==> src/rtl/jtcps_raster_multi.sv <==
// rtl/jtcps_raster_multi.sv - multi-line raster interrupt unit with NLINE line counters and one pixel counter
module jtcps_raster_multi #(
    parameter int NLINE = 2,
    parameter int CW    = 9
) (
    input  logic             clk,
    input  logic             rst,
    input  logic             pxl_cen,
    input  logic             frame_start,
    input  logic             line_inc,
    input  logic [NLINE:0]   cnt_sel,
    input  logic             wrn,
    input  logic [15:0]      cpu_dout,
    input  logic             irq_ack,
    output logic [CW-1:0]    cnt_dout,
    output logic [NLINE-1:0] irq_src,
    output logic             raster
);

    logic [NLINE-1:0][CW-1:0] line_cnt_q, line_cnt_d;
    logic [NLINE-1:0][CW-1:0] line_start_q, line_start_d;
    logic [NLINE-1:0]         one_shot_q, one_shot_d;
    logic [NLINE-1:0]         enable_q, enable_d;
    logic [CW-1:0]            pxl_cnt_q, pxl_cnt_d;
    logic [CW-1:0]            pxl_start_q, pxl_start_d;
    logic                     pxl_done_q, pxl_done_d;
    logic [NLINE-1:0]         irq_src_q, irq_src_d;
    logic                     raster_q, raster_d;
    logic [CW-1:0]            cnt_dout_q, cnt_dout_d;

    logic             step;
    logic             restart;
    logic             cpu_wr;
    logic             pxlhit;
    logic             rd_found;
    logic [NLINE-1:0] lzero;
    logic [NLINE-1:0] hit;
    logic             unused_cpu_bits;

    assign unused_cpu_bits = ^cpu_dout;

    always_comb begin
        step    = pxl_cen & line_inc;
        restart = step & frame_start;
        cpu_wr  = ~wrn;

        line_cnt_d   = line_cnt_q;
        line_start_d = line_start_q;
        one_shot_d   = one_shot_q;
        enable_d     = enable_q;
        lzero        = '0;

        for (int i = 0; i < NLINE; i++) begin
            lzero[i] = (line_cnt_q[i] == '0);
            if (step) begin
                if (restart)
                    line_cnt_d[i] = line_start_q[i];
                else if (lzero[i] && one_shot_q[i])
                    line_cnt_d[i] = '0;
                else
                    line_cnt_d[i] = line_cnt_q[i] - CW'(1);
            end
            // An immediate CPU load takes priority over a coincident step
            if (cpu_wr && cnt_sel[i]) begin
                line_start_d[i] = cpu_dout[CW-1:0];
                one_shot_d[i]   = cpu_dout[14];
                enable_d[i]     = cpu_dout[13];
                if (cpu_dout[15])
                    line_cnt_d[i] = cpu_dout[CW-1:0];
            end
        end

        pxlhit      = pxl_cen & ~step & (pxl_cnt_q == '0) & ~pxl_done_q;
        pxl_cnt_d   = pxl_cnt_q;
        pxl_done_d  = pxl_done_q;
        pxl_start_d = pxl_start_q;
        if (step) begin
            pxl_cnt_d  = pxl_start_q;
            pxl_done_d = 1'b0;
        end else if (pxl_cen && (pxl_cnt_q != '0)) begin
            pxl_cnt_d = pxl_cnt_q - CW'(1);
        end
        // done guarantees a single pixel hit per line even while the count sits at zero
        if (pxlhit)
            pxl_done_d = 1'b1;
        if (cpu_wr && cnt_sel[NLINE])
            pxl_start_d = cpu_dout[CW-1:0];

        hit       = {NLINE{pxlhit}} & lzero & enable_q;
        irq_src_d = (irq_src_q & ~{NLINE{irq_ack}}) | hit;
        raster_d  = |irq_src_q;

        cnt_dout_d = cnt_dout_q;
        rd_found   = 1'b0;
        for (int i = 0; i < NLINE; i++) begin
            if (!rd_found && cnt_sel[i]) begin
                cnt_dout_d = line_cnt_q[i];
                rd_found   = 1'b1;
            end
        end
        if (!rd_found && cnt_sel[NLINE])
            cnt_dout_d = pxl_cnt_q;
    end

    always_ff @(posedge clk or posedge rst) begin
        if (rst) begin
            line_cnt_q   <= '1;
            line_start_q <= '1;
            one_shot_q   <= '0;
            enable_q     <= '1;
            pxl_cnt_q    <= '1;
            pxl_start_q  <= '1;
            pxl_done_q   <= 1'b0;
            irq_src_q    <= '0;
            raster_q     <= 1'b0;
            cnt_dout_q   <= '1;
        end else begin
            line_cnt_q   <= line_cnt_d;
            line_start_q <= line_start_d;
            one_shot_q   <= one_shot_d;
            enable_q     <= enable_d;
            pxl_cnt_q    <= pxl_cnt_d;
            pxl_start_q  <= pxl_start_d;
            pxl_done_q   <= pxl_done_d;
            irq_src_q    <= irq_src_d;
            raster_q     <= raster_d;
            cnt_dout_q   <= cnt_dout_d;
        end
    end

    assign cnt_dout = cnt_dout_q;
    assign irq_src  = irq_src_q;
    assign raster   = raster_q;

endmodule

==> config.mk <==
export PLATFORM = sky130hd
export DESIGN_NAME = jtcps_raster_multi
export DESIGN_NICKNAME = d
export VERILOG_FILES = /design/src/rtl/jtcps_raster_multi.sv
export SDC_FILE = /design/constraint.sdc
export NUM_CORES = 1
export LEC_CHECK = 0
export CAP_MARGIN = 10
export CORE_AREA = 2 2 84 86
export CTS_BUF_LIST = sky130_fd_sc_hd__clkbuf_4 sky130_fd_sc_hd__clkbuf_8
export CTS_CLUSTER_DIAMETER = 30
export DETAILED_ROUTE_END_ITERATION = 8
export DIE_AREA = 0 0 86 88
export GPL_TIMING_DRIVEN = 0
export PLACE_DENSITY = 0.88
export SYNTH_ARGS = -nofsm -noshare
export SYNTH_HDL_FRONTEND = slang
export SYNTH_SLANG_ARGS = --single-unit
==> constraint.sdc <==
create_clock -name clk -period 3 [get_ports clk]
set_clock_uncertainty 0.05 [all_clocks]
set_input_delay 0.6 -clock clk [delete_from_list [all_inputs] [get_ports clk]]
set_output_delay 0.6 -clock clk [all_outputs]
set_load 0.05 [all_outputs]
==> flow_summary_export.csv <==
group,metric,value,unit
setup_path,reg2reg_depth,5,
logic_synthesis,netlist_top_cells_area,"dfstp_2 45%, mux2_2 9.2%, dfrtp_1 4.0%, nor2_1 3.8%, nand2_1 3.1%",
layout,drive_gt1_share,29.4,%
logic_synthesis,synthArstFlopShare,100,%
setup_path,crit_chain,"clkdlybuf4s50_1 > and2_1 > clkbuf_1 > buf_2 > buf_1 > nand3_1 > a41oi_1",
logic_synthesis,yosys.area.top_type_share,45.0,%
logic_synthesis,synth_edf_count,0,
clocking,clk_path_buf_depth,2,
logic_synthesis,synth_compound_area_share,16.3,%
global_routing,grt_max_degree,38,
clocking,cts_sinks,71,
clocking,post_cts_buffers,0,
floorplan,die_w,86,um
logic_synthesis,synthDistinctLibCells,49,
logic_synthesis,ys_ff_latch,71,
layout,layout.nets,452,
logic_synthesis,yosysWarnings,0,
layout,n_antenna_cell,0,
sta,final_hold_viol_count,0,
setup_path,arrival,2.92,ns
global_routing,antenna_found_initial,0,
sta,clock.fmax,370,MHz
logic_synthesis,synthMuxAreaShare,10.8,%
global_routing,grt.total_usage,27.7,%
setup_path,r2r_start,"line_cnt_q[13]",
placed_design,place_congestion,0.950,
sta,fin_tns_setup,0,ns
global_routing,grt_pass1_vias,3144,
logic_synthesis,synth_top_family_by_area,"simple AND/OR/NAND/NOR gates",
logic_synthesis,synthXorXnorAreaFrac,0.693,%
route,dr.pass1.iters,7,
setup_path,setup.worst_path.end,"line_cnt_q[15]",
sta,slew_headroom,39.5,%
route,via_per_inst,6.64,
route,num_vias,3373,
sta,rsz0062_at_grt,"no",
setup_path,critPathLaunch,"line_inc",
setup_path,worstSetupEndpointType,"flop",
layout,layout_common_cells,"65 x dfstp_2, 38 x nor2_1, 33 x clkdlybuf4s50_1",
sta,finalWorstSetupSlack,0.298,ns
job,cap_violations,0,
power,ir_drop,0.000361,V
sta,setup_viol,0,
layout,fill_cells,525,
power,p_leak,1.71,nW
floorplan,rows,30,
setup_path,path_class,"in -> reg",
global_routing,overflow,0,
logic_synthesis,synth_top_cell_by_area,"dfstp_2",
status,status,"finished, final reports clean",
sta,worst_pin_slew,0.901,ns
clocking,clk_pin_slew,0.08,ns
clocking,cts-root-buf,"clkbuf_8",
layout,ff_latch_area,1860,sq um
logic_synthesis,synth_fa_ha_area_share,0.989,%
logic_synthesis,synthSimpleGateAreaFrac,18.9,%
route,ant_nets,0,
route,wl,10.2,mm
setup_path,critPathMaxStageDelay,0.59,ns
global_routing,grt_pass1_wl,16.0,mm
floorplan,fp.coreArea,6640,sq um
logic_synthesis,ys_seq_area_share,49.0,%
route,drtIter0Drc,375,
logic_synthesis,synth_area,3790,sq um
setup_path,critPathSlowestCell,"clkdlybuf4s50_1",
floorplan,die_area,7570,sq um
clocking,hold_buffers,0,
floorplan,initial_core_util,57.1,%
layout,layout.cells.most_common,"dfstp_2",
setup_path,startpoint_type,"primary input",
setup_path,crit_fanout,10,
clocking,cts_tree,"done",
logic_synthesis,ys.flop_type,"dfstp_2",
floorplan,die_h,88,um
placed_design,dp_hpwl,7.28,mm
min_path,hold_path_class,"reg -> reg",
layout,utilization,67.6,%
sta,period_minus_slack,2.70,ns
route,drc,0,
layout,synthToLayoutAreaGrowth,18.5,%
setup_path,reg2reg_slack,0.69,ns
layout,multiInputGateArea,1810,sq um
clocking,htree_levels,3,
logic_synthesis,netlist_instances,378,
clocking,clock_latency,0.36,ns
logic_synthesis,syn_avg_cell_area,10.0,sq um
setup_path,rr_endpoint,"line_cnt_q[15]",
placed_design,post-place-ws,0.00943,ns
power,power_density,679,nW/um^2
clocking,cts_resized,0,
logic_synthesis,syn_nets,407,
sta,finalMaxSlewViolations,0,
route,wl_per_cell,20.0,um
setup_path,cp.required,3.22,ns
floorplan,pin_count,38,
clocking,cts_buffers,9,
placed_design,io_buffers,33,
sta,fin_crit_sh,90.1,%
layout make-up:
class	instances	area share, %
sequential	71	41.3
clock inverter	5	2.34
multi-input combinational	274	40.3
clock buffer	11	3.23
timing repair buffer	34	7.80
inverter	11	0.919
buffer	22	1.89
tap	80	2.23
cell usage after synthesis, types with 4 or more instances:
cell type and number:
a41oi_1 7, inv_1 11, nor2_1 38, and3_1 10
a22oi_1 12, nand2b_1 7, nand2_1 31, nor3_1 6
clkbuf_1 18, nor2b_1 5, o21ai_0 20, dfrtp_1 6
nor4_1 5, nand3_1 14, a31oi_1 6, a21oi_1 19
mux2_2 31, nor4b_1 4, or2_2 6, dfstp_2 65
a221oi_1 4, mux2i_1 6
worst min path at each step:
stage	startpoint	end	slack, ns	depth (start not counted)
finish	irq_src[1]	raster	0.44	1
global placement	irq_src[1]	raster	0.41	1
global route	irq_src[1]	raster	0.47	1
detailed placement	irq_src[1]	raster	0.43	1
CTS	line_start_q[6]	line_cnt_q[6]	0.45	2
floorplan	pxl_done_q	irq_src[0]	0.40	1
layer usage:
| layer | global-route usage [%] | vias to the layer above | routed length, um |
|---|---|---|---|
| met5 | 0 | - | 0 |
| met2 | 43.4 | 197 | 4730 |
| li1 | - | 1485 | - |
| met3 | 4.43 | 38 | 896 |
| met4 | 14.6 | 0 | 385 |
| met1 | 37.3 | 1653 | 4160 |
power breakdown:
part	total, mW	switching, mW	internal, mW
clock	0.952	0.368	0.584
sequential	1.42	0.183	1.24
combinational	0.676	0.381	0.295
total	3.05	0.932	2.12
cells by family after synthesis:
group,after synthesis
DFF,71
xor gates and xnor gates,3
adders and majority gates,3
muxes,37
and+or+nand+nor,141
buffers and inverters,33
AOI/OAI and AO/OA,90
sequential cells by signal, summed over array words and instances (netlist names):
| register | count |
|---|---|
| cnt_dout | 9 |
| enable_q | 2 |
| irq_src | 2 |
| line_cnt_q | 18 |
| line_start_q | 18 |
| one_shot_q | 2 |
| pxl_cnt_q | 9 |
| pxl_done_q | 1 |
| pxl_start_q | 9 |
| raster | 1 |
stage by stage:
stage | instance area, sq um | std cells | total power, mW | hold slack [ns]
2_1_floorplan | 3790 | 378 | 1.85 | 0.404
3_3_place_gp | 4220 | 491 | 2.05 | 0.415
3_5_place_dp | 4240 | 492 | 2.10 | 0.428
4_1_cts | 4490 | 508 | 3.05 | 0.446
5_1_grt | 4490 | 508 | 3.18 | 0.469
6_report | 4490 | 508 | 3.05 | 0.444
critical path: cells and delay by family:
kind            cells  cell delay [ns]
buf+inv             4             1.74
simple gates        2             0.31
compound gates      1             0.25
No activity file was read; power rests on OpenSTA's default activity.
